**src/rtl/muxn_arb.sv**
```systemverilog
// muxn_arb: N-channel arbitrated mux, registered output, valid/ready on all ports.
// Optional burst lock enabled by defining MUXN_ARB_LOCK_EN.
module muxn_arb #(
    parameter int WIDTH = 32,
    parameter int N = 4,
    parameter int MODE = 1,
    localparam int SELW = $clog2(N)
) (
    input  logic               clk,
    input  logic               reset_n,
    input  logic [N-1:0]       req_valid,
    input  logic [N*WIDTH-1:0] req_data,
`ifdef MUXN_ARB_LOCK_EN
    input  logic [N-1:0]       req_lock,
`endif
    output logic [N-1:0]       req_ready,
    output logic               out_valid,
    output logic [WIDTH-1:0]   out_data,
    output logic [SELW-1:0]    out_sel,
    input  logic               out_ready
);

    // {found, index} of the lowest set bit of v
    function automatic logic [SELW:0] pick_low(input logic [N-1:0] v);
        logic [SELW:0] r;
        r = '0;
        for (int i = N - 1; i >= 0; i--) begin
            if (v[i]) r = {1'b1, SELW'(i)};
        end
        return r;
    endfunction

    logic [SELW-1:0]  ptr;
    logic [N-1:0]     elig;
    logic [N-1:0]     rot;
    logic [SELW:0]    base;
    logic [SELW:0]    pick;
    logic [SELW:0]    rr_sum;
    logic [SELW-1:0]  win;
    logic             any;
    logic             slot_free;
    logic             xfer;
    logic [WIDTH-1:0] chan [N];

    assign slot_free = ~out_valid | out_ready;
    assign xfer      = any & slot_free;

    // Split the flat payload bus into per-channel words
    always_comb begin
        for (int i = 0; i < N; i++) begin
            chan[i] = req_data[i*WIDTH +: WIDTH];
        end
    end

`ifdef MUXN_ARB_LOCK_EN
    logic            lock_on;
    logic [SELW-1:0] lock_id;

    // While locked only the owning channel may compete
    always_comb begin
        elig = req_valid;
        if (lock_on) elig = req_valid & (N'(1) << lock_id);
    end

    // Lock follows the lock bit of every accepted beat
    always_ff @(posedge clk or negedge reset_n) begin
        if (!reset_n) begin
            lock_on <= 1'b0;
            lock_id <= '0;
        end else if (xfer) begin
            lock_on <= req_lock[win];
            lock_id <= win;
        end
    end
`else
    assign elig = req_valid;
`endif

    // Rotate requests so the channel after the pointer sits at bit 0
    always_comb begin
        base = {1'b0, ptr} + (SELW+1)'(1);
        rot  = N'({elig, elig} >> base);
    end

    // Winner: lowest index (fixed) or first after pointer (round-robin)
    always_comb begin
        pick   = (MODE == 0) ? pick_low(elig) : pick_low(rot);
        any    = pick[SELW];
        rr_sum = base + {1'b0, pick[SELW-1:0]};
        if (rr_sum >= (SELW+1)'(N)) rr_sum = rr_sum - (SELW+1)'(N);
        win    = (MODE == 0) ? pick[SELW-1:0] : rr_sum[SELW-1:0];
    end

    // Grant is one-hot on a free slot, forced low while in reset
    always_comb begin
        req_ready = '0;
        if (xfer && reset_n) req_ready = N'(1) << win;
    end

    // Round-robin pointer remembers the last granted channel
    always_ff @(posedge clk or negedge reset_n) begin
        if (!reset_n) begin
            ptr <= SELW'(N - 1);
        end else if (xfer) begin
            ptr <= win;
        end
    end

    // Output register loads on a free slot; payload held when idle
    always_ff @(posedge clk or negedge reset_n) begin
        if (!reset_n) begin
            out_valid <= 1'b0;
            out_data  <= '0;
            out_sel   <= '0;
        end else if (slot_free) begin
            out_valid <= any;
            if (any) begin
                out_data <= chan[win];
                out_sel  <= win;
            end
        end
    end

endmodule

```
**config.mk**
```make
export PLATFORM = sky130hd
export DESIGN_NAME = muxn_arb
export DESIGN_NICKNAME = d
export VERILOG_FILES = /design/src/rtl/muxn_arb.sv
export SDC_FILE = /design/constraint.sdc
export NUM_CORES = 1
export LEC_CHECK = 0
export CAP_MARGIN = 10
export CORE_MARGIN = 3
export CORE_UTILIZATION = 41
export DETAILED_ROUTE_END_ITERATION = 10
export PLACE_DENSITY = 0.93
export SLEW_MARGIN = 30
export SYNTH_ARGS = -nofsm -noshare
export SYNTH_HDL_FRONTEND = slang
export SYNTH_SLANG_ARGS = --single-unit
```
**constraint.sdc**
```tcl
create_clock -name clk -period 4.6 [get_ports clk]
set_input_delay 0.92 -clock clk [delete_from_list [all_inputs] [get_ports clk]]
set_output_delay 0.92 -clock clk [all_outputs]
set_load 0.03 [all_outputs]
```
Word level (Yosys, flattened, before mapping)
Index checks and enable logic that the tools add are counted.
{ "word_totals": {"register_bits": 37, "out_inout_bits": 39} }
{ "op_classes": {"addsub": 3, "n_lt_le_gt_ge": 2, "shift": 2, "muxes": 9, "n_bitwise": 4, "reduce_logical": 2} }
{ "ops": {"columns": ["cell", "n"], "rows": [
  ["$bmux W32 S2", 1],
  ["$mux W32", 2],
  ["$mux W3", 4],
  ["$shr A8 B3 Y4", 1],
  ["$ge A3 B3 Y1 const B", 2],
  ["$mux W4", 1],
  ["$shl A1 B2 Y4 const A", 1],
  ["$add A2 B1 Y3 const B", 1],
  ["$add A3 B2 Y3", 1],
  ["$not A2 Y3", 1],
  ["$mux W2", 1],
  ["$reduce_and A2 Y1", 1],
  ["$sub A2 B1 Y2 const B", 1],
  ["$and A1 B1 Y1", 1],
  ["$logic_and A1 B1 Y1", 1],
  ["$not A1 Y1", 1],
  ["$or A1 B1 Y1", 1]
]} }

Longest topological paths before layout
{ "depth": {"depth_word": 13, "depth_mapped": 12} }

Least setup slack after synthesis
Ideal clock, no wire load.
{ "synth_path": {"path_kind": "input-to-output", "start": "input port req_valid[1]", "end": "output port req_ready[2]", "t_arrival_ps": 3381, "t_required_ps": 3680, "setup_slack_ps": 299, "path_stages": 10, "path_cell_list": "buf_6 > nor2b_1 > a21oi_1 > o221ai_1 > o21ai_0 > ha_1 > clkbuf_1 > buf_2 > clkbuf_1 > nor3b_1"} }
{ "synth_between": {"elab_chain_len": 10, "word_cells_on_any_way": 13, "cone_classes": "add/sub (2); order compare (1); shift (2); mux (6); bitwise (1); reduce/logical (1)"} }
{ "synth_rtl": {"columns": ["element", "line_no", "source"], "rows": [
  ["from (decl)", "11", "input logic [N-1:0] req_valid,"],
  ["$shr A8 B3 Y4 (*)", "82", "rot = N'({elig, elig} >> base);"],
  ["$mux W3 (3 in series)", "28", "if (v[i]) r = {1'b1, SELW'(i)};"],
  ["$mux W3 (*)", "28", null],
  ["$add A3 B2 Y3", "89", "rr_sum = base + {1'b0, pick[SELW-1:0]};"],
  ["$ge A3 B3 Y1 / $sub A2 B1 Y2 (equally long branches)", "90", "if (rr_sum >= (SELW+1)'(N)) rr_sum = rr_sum - (SELW+1)'(N);"],
  ["$mux W2", "90", null],
  ["$shl A1 B2 Y4", "97", "if (xfer && reset_n) req_ready = N'(1) << win;"],
  ["$mux W4 (*)", "97", null],
  ["to (decl)", "16", "output logic [N-1:0] req_ready,"]
]} }
Every way passes the cells marked *; elsewhere a longest branch is shown, timed or not.

Worst setup path after layout
{ "layout_path": {"start": "input port req_valid[2]", "end": "output port req_ready[2]"} }
Same word-level chain as after synthesis.

==> impl_metrics.tcl <==
set metrics [dict create \
    status "complete, no violations" \
    drtIter0Drc 66 \
    required_ps 3680 \
    internal_power_mw 1.736 \
    period_share_pct 95.13 \
    grt_overflow_total 0 \
    track_usage_pct 22.34 \
    p_sw_share_pct 46.89 \
    die_h_microns 89.91 \
    slew_headroom_pct 48.56 \
    grt_pass1_wl_mm 14.79 \
    holdBufCountCts 0 \
    dr_total_vias 2808 \
    max_cap_viol_count 0 \
    rsz0062_at_grt "false" \
    peakVddDrop_uv 889.4 \
    dieArea_sq_um 8083 \
    clk_latency_ps 270 \
    power_per_cell_area_nw_per_um2 696.0 \
    clkPwrFrac_pct 6.4 \
    gp_congestion 0.8704 \
    synthDistinctLibCells 41 \
    final.setup.tns_ps 0 \
    hold_viol_final 0 \
    drt-total-wl_mm 9.189 \
    ys_seq_area_share_pct 32.16 \
    synth_compound_area_share_pct 20.76 \
    nets 571 \
    synth_nets 408 \
    path_clk_slew_ps 70 \
    critPathCaptureType "primary output" \
    synth-simple-area-share_pct 15.34 \
    async_flop_share_pct 100.0 \
    synthFlopType "dfrtp_1" \
    ys_warn_count 0 \
    grt_max_degree 39 \
    placed_cell_area_sq_um 4609 \
    syn_inst 272 \
    drive_above_1_share_pct 21.33 \
    nFillCells 486 \
    synthXorXnorAreaFrac_pct 0.6068 \
    area_growth_pct 62.72 \
    maxSlewViolCount 0 \
    setup_viol 0 \
    ant_nets 0 \
    num_rows 29 \
    power_leakage_nw 1.869 \
    clockBufferDepth 2 \
    worst_slew_pin_slew_ps 764.5 \
    final_cell_area_sq_um 4697 \
    finalClockSkew_ps 4.582 \
    avgSynthCellArea_sq_um 10.61 \
    syn_area_sq_um 2887 \
    synth.mux.area_fraction_pct 23.93 \
    die-width_microns 89.91 \
    firstDrtPassIters 4 \
    wire_per_inst_microns 17.37 \
    seq_power_share_pct 18.4 \
    synth_fa_ha_area_share_pct 0.4335 \
    worstSetupPathType "input pin to primary output" \
    io_buffer_count 173 \
    synth_edf_count 0 \
    layout_commonest_cell "clkdlybuf4s50_1" \
    cts_root_buf "clkbuf_8" \
    cts_tree "built" \
    crit_path_max_fanout 8 \
    initial_core_util_pct 43.95 \
    num_io_pins 174 \
    ys_ff_latch 37 \
    vias_per_cell 5.308 \
    critPathLaunchType "input pin" \
    fmax_mhz 228.5 \
    drc 0 \
    post-cts-setup-buffers 0 \
    synth_top_family_by_area "multiplexers" \
    cts_buffers 5 \
    core_sq_um 6568 \
    utilization_pct 71.52 \
    power_switching_mw 1.533 \
    num_antenna_cells 0 \
    final_cell_mix "clkdlybuf4s50_1 (168), nand2_1 (71), dfrtp_1 (35), mux2i_1 (33), mux2_2 (32)" \
    min_period_ps 4376 \
    antenna_found_initial 0 \
    min_path_type "input pin to async pin" \
    combPwrFrac_pct 75.2 \
    arrival_ps 3460 \
    first_global_vias 2963 \
    clkSinkCount 37 \
    dpl.hpwl_mm 7.323 \
    htreeDepth 2 \
]
[per-stage QoR]
stage	power, mW	worst slack (ps)	hold WS (ps)	cells
floorplan	2.489	299.4	486.0	272
global placement	3.001	319.3	466.6	521
detailed placement	3.072	119.7	475.2	521
CTS	3.288	119.6	470.8	529
global route	3.477	70.22	466.2	529
finish	3.269	224.2	471.9	529
[synth_stat cells (all sizes together), types with 3 or more instances]
| cell type | n | area share [%] |
|---|---|---|
| a21oi | 3 | 0.65 |
| buf | 19 | 5.9 |
| clkbuf | 5 | 0.65 |
| dfrtp | 35 | 30 |
| mux2 | 32 | 12 |
| mux2i | 33 | 11 |
| nand2 | 71 | 9.2 |
| nor2b | 4 | 0.95 |
| nor3b | 3 | 0.95 |
| nor4 | 3 | 0.65 |
| o21ai | 8 | 1.8 |
| o221ai | 33 | 17 |
[flip-flops by register name, summed over array words and instances (netlist names)]
register   flops
out_data      32
out_sel        2
ptr            2
out_valid      1
[per-layer routing]
metal | share of wire (%) | vias up | wire [microns] | GRT usage (%)
li1 | - | 1326 | - | -
met1 | 39 | 1335 | 3542 | 24.80
met3 | 8.5 | 12 | 781 | 6.928
met2 | 51 | 135 | 4706 | 40.98
met5 | 0 | - | 0 | 0
met4 | 1.7 | 0 | 159 | 6.378
[logic make-up after synthesis]
group	Yosys count
simple gates	92
mux	65
compound gates	49
flops	37
buf+inv	26
xor+xnor	2
fa+ha+maj	1
[final cells by class]
cell class,instances,area (sq um),share of cell area (%)
multi-input combinational,209,1795,38.23
clock buffer,8,80.08,1.705
tap,93,116.4,2.477
inverter,2,7.507,0.1598
timing repair buffer,180,1769,37.67
sequential,37,928.4,19.77
[power groups by stage]
stage | Sequential, mW | Combinational [mW] | Clock (mW)
floorplan | 0.874 | 1.62 | 0
global placement | 0.594 | 2.41 | 0
detailed placement | 0.600 | 2.47 | 0
CTS | 0.599 | 2.47 | 0.217
global route | 0.626 | 2.62 | 0.231
finish | 0.602 | 2.46 | 0.209
[critical path: stages]
cell and delay [ps]:
clkdlybuf4s50_1 630, nor2b_1 290, a21oi_1 70, o221ai_1 160
o21ai_0 170, ha_4 210, xnor2_2 230, nand4_2 180
nor2b_4 190, nor3b_1 200, buf_4 190
[final timing paths]
kind                               from            to  slack [ps]  depth (start not counted)
min reg2reg                out_data[31]  out_data[31]         480                          2
min                             reset_n   out_data[8]         470                          1
max                        req_valid[2]  req_ready[2]         220                         11
max in group asynchronous       reset_n        ptr[1]        3450                          2
min in group clk           out_data[31]  out_data[31]         480                          2
max reg2reg                      ptr[1]  out_data[20]        1800                          9
[timing repair]
action / CTS / global route
resized for setup: 0 / 1
setup endpoints to repair: 0 / 2
hold endpoints to repair: 0 / 0
Power figures use the tool's default switching activity.
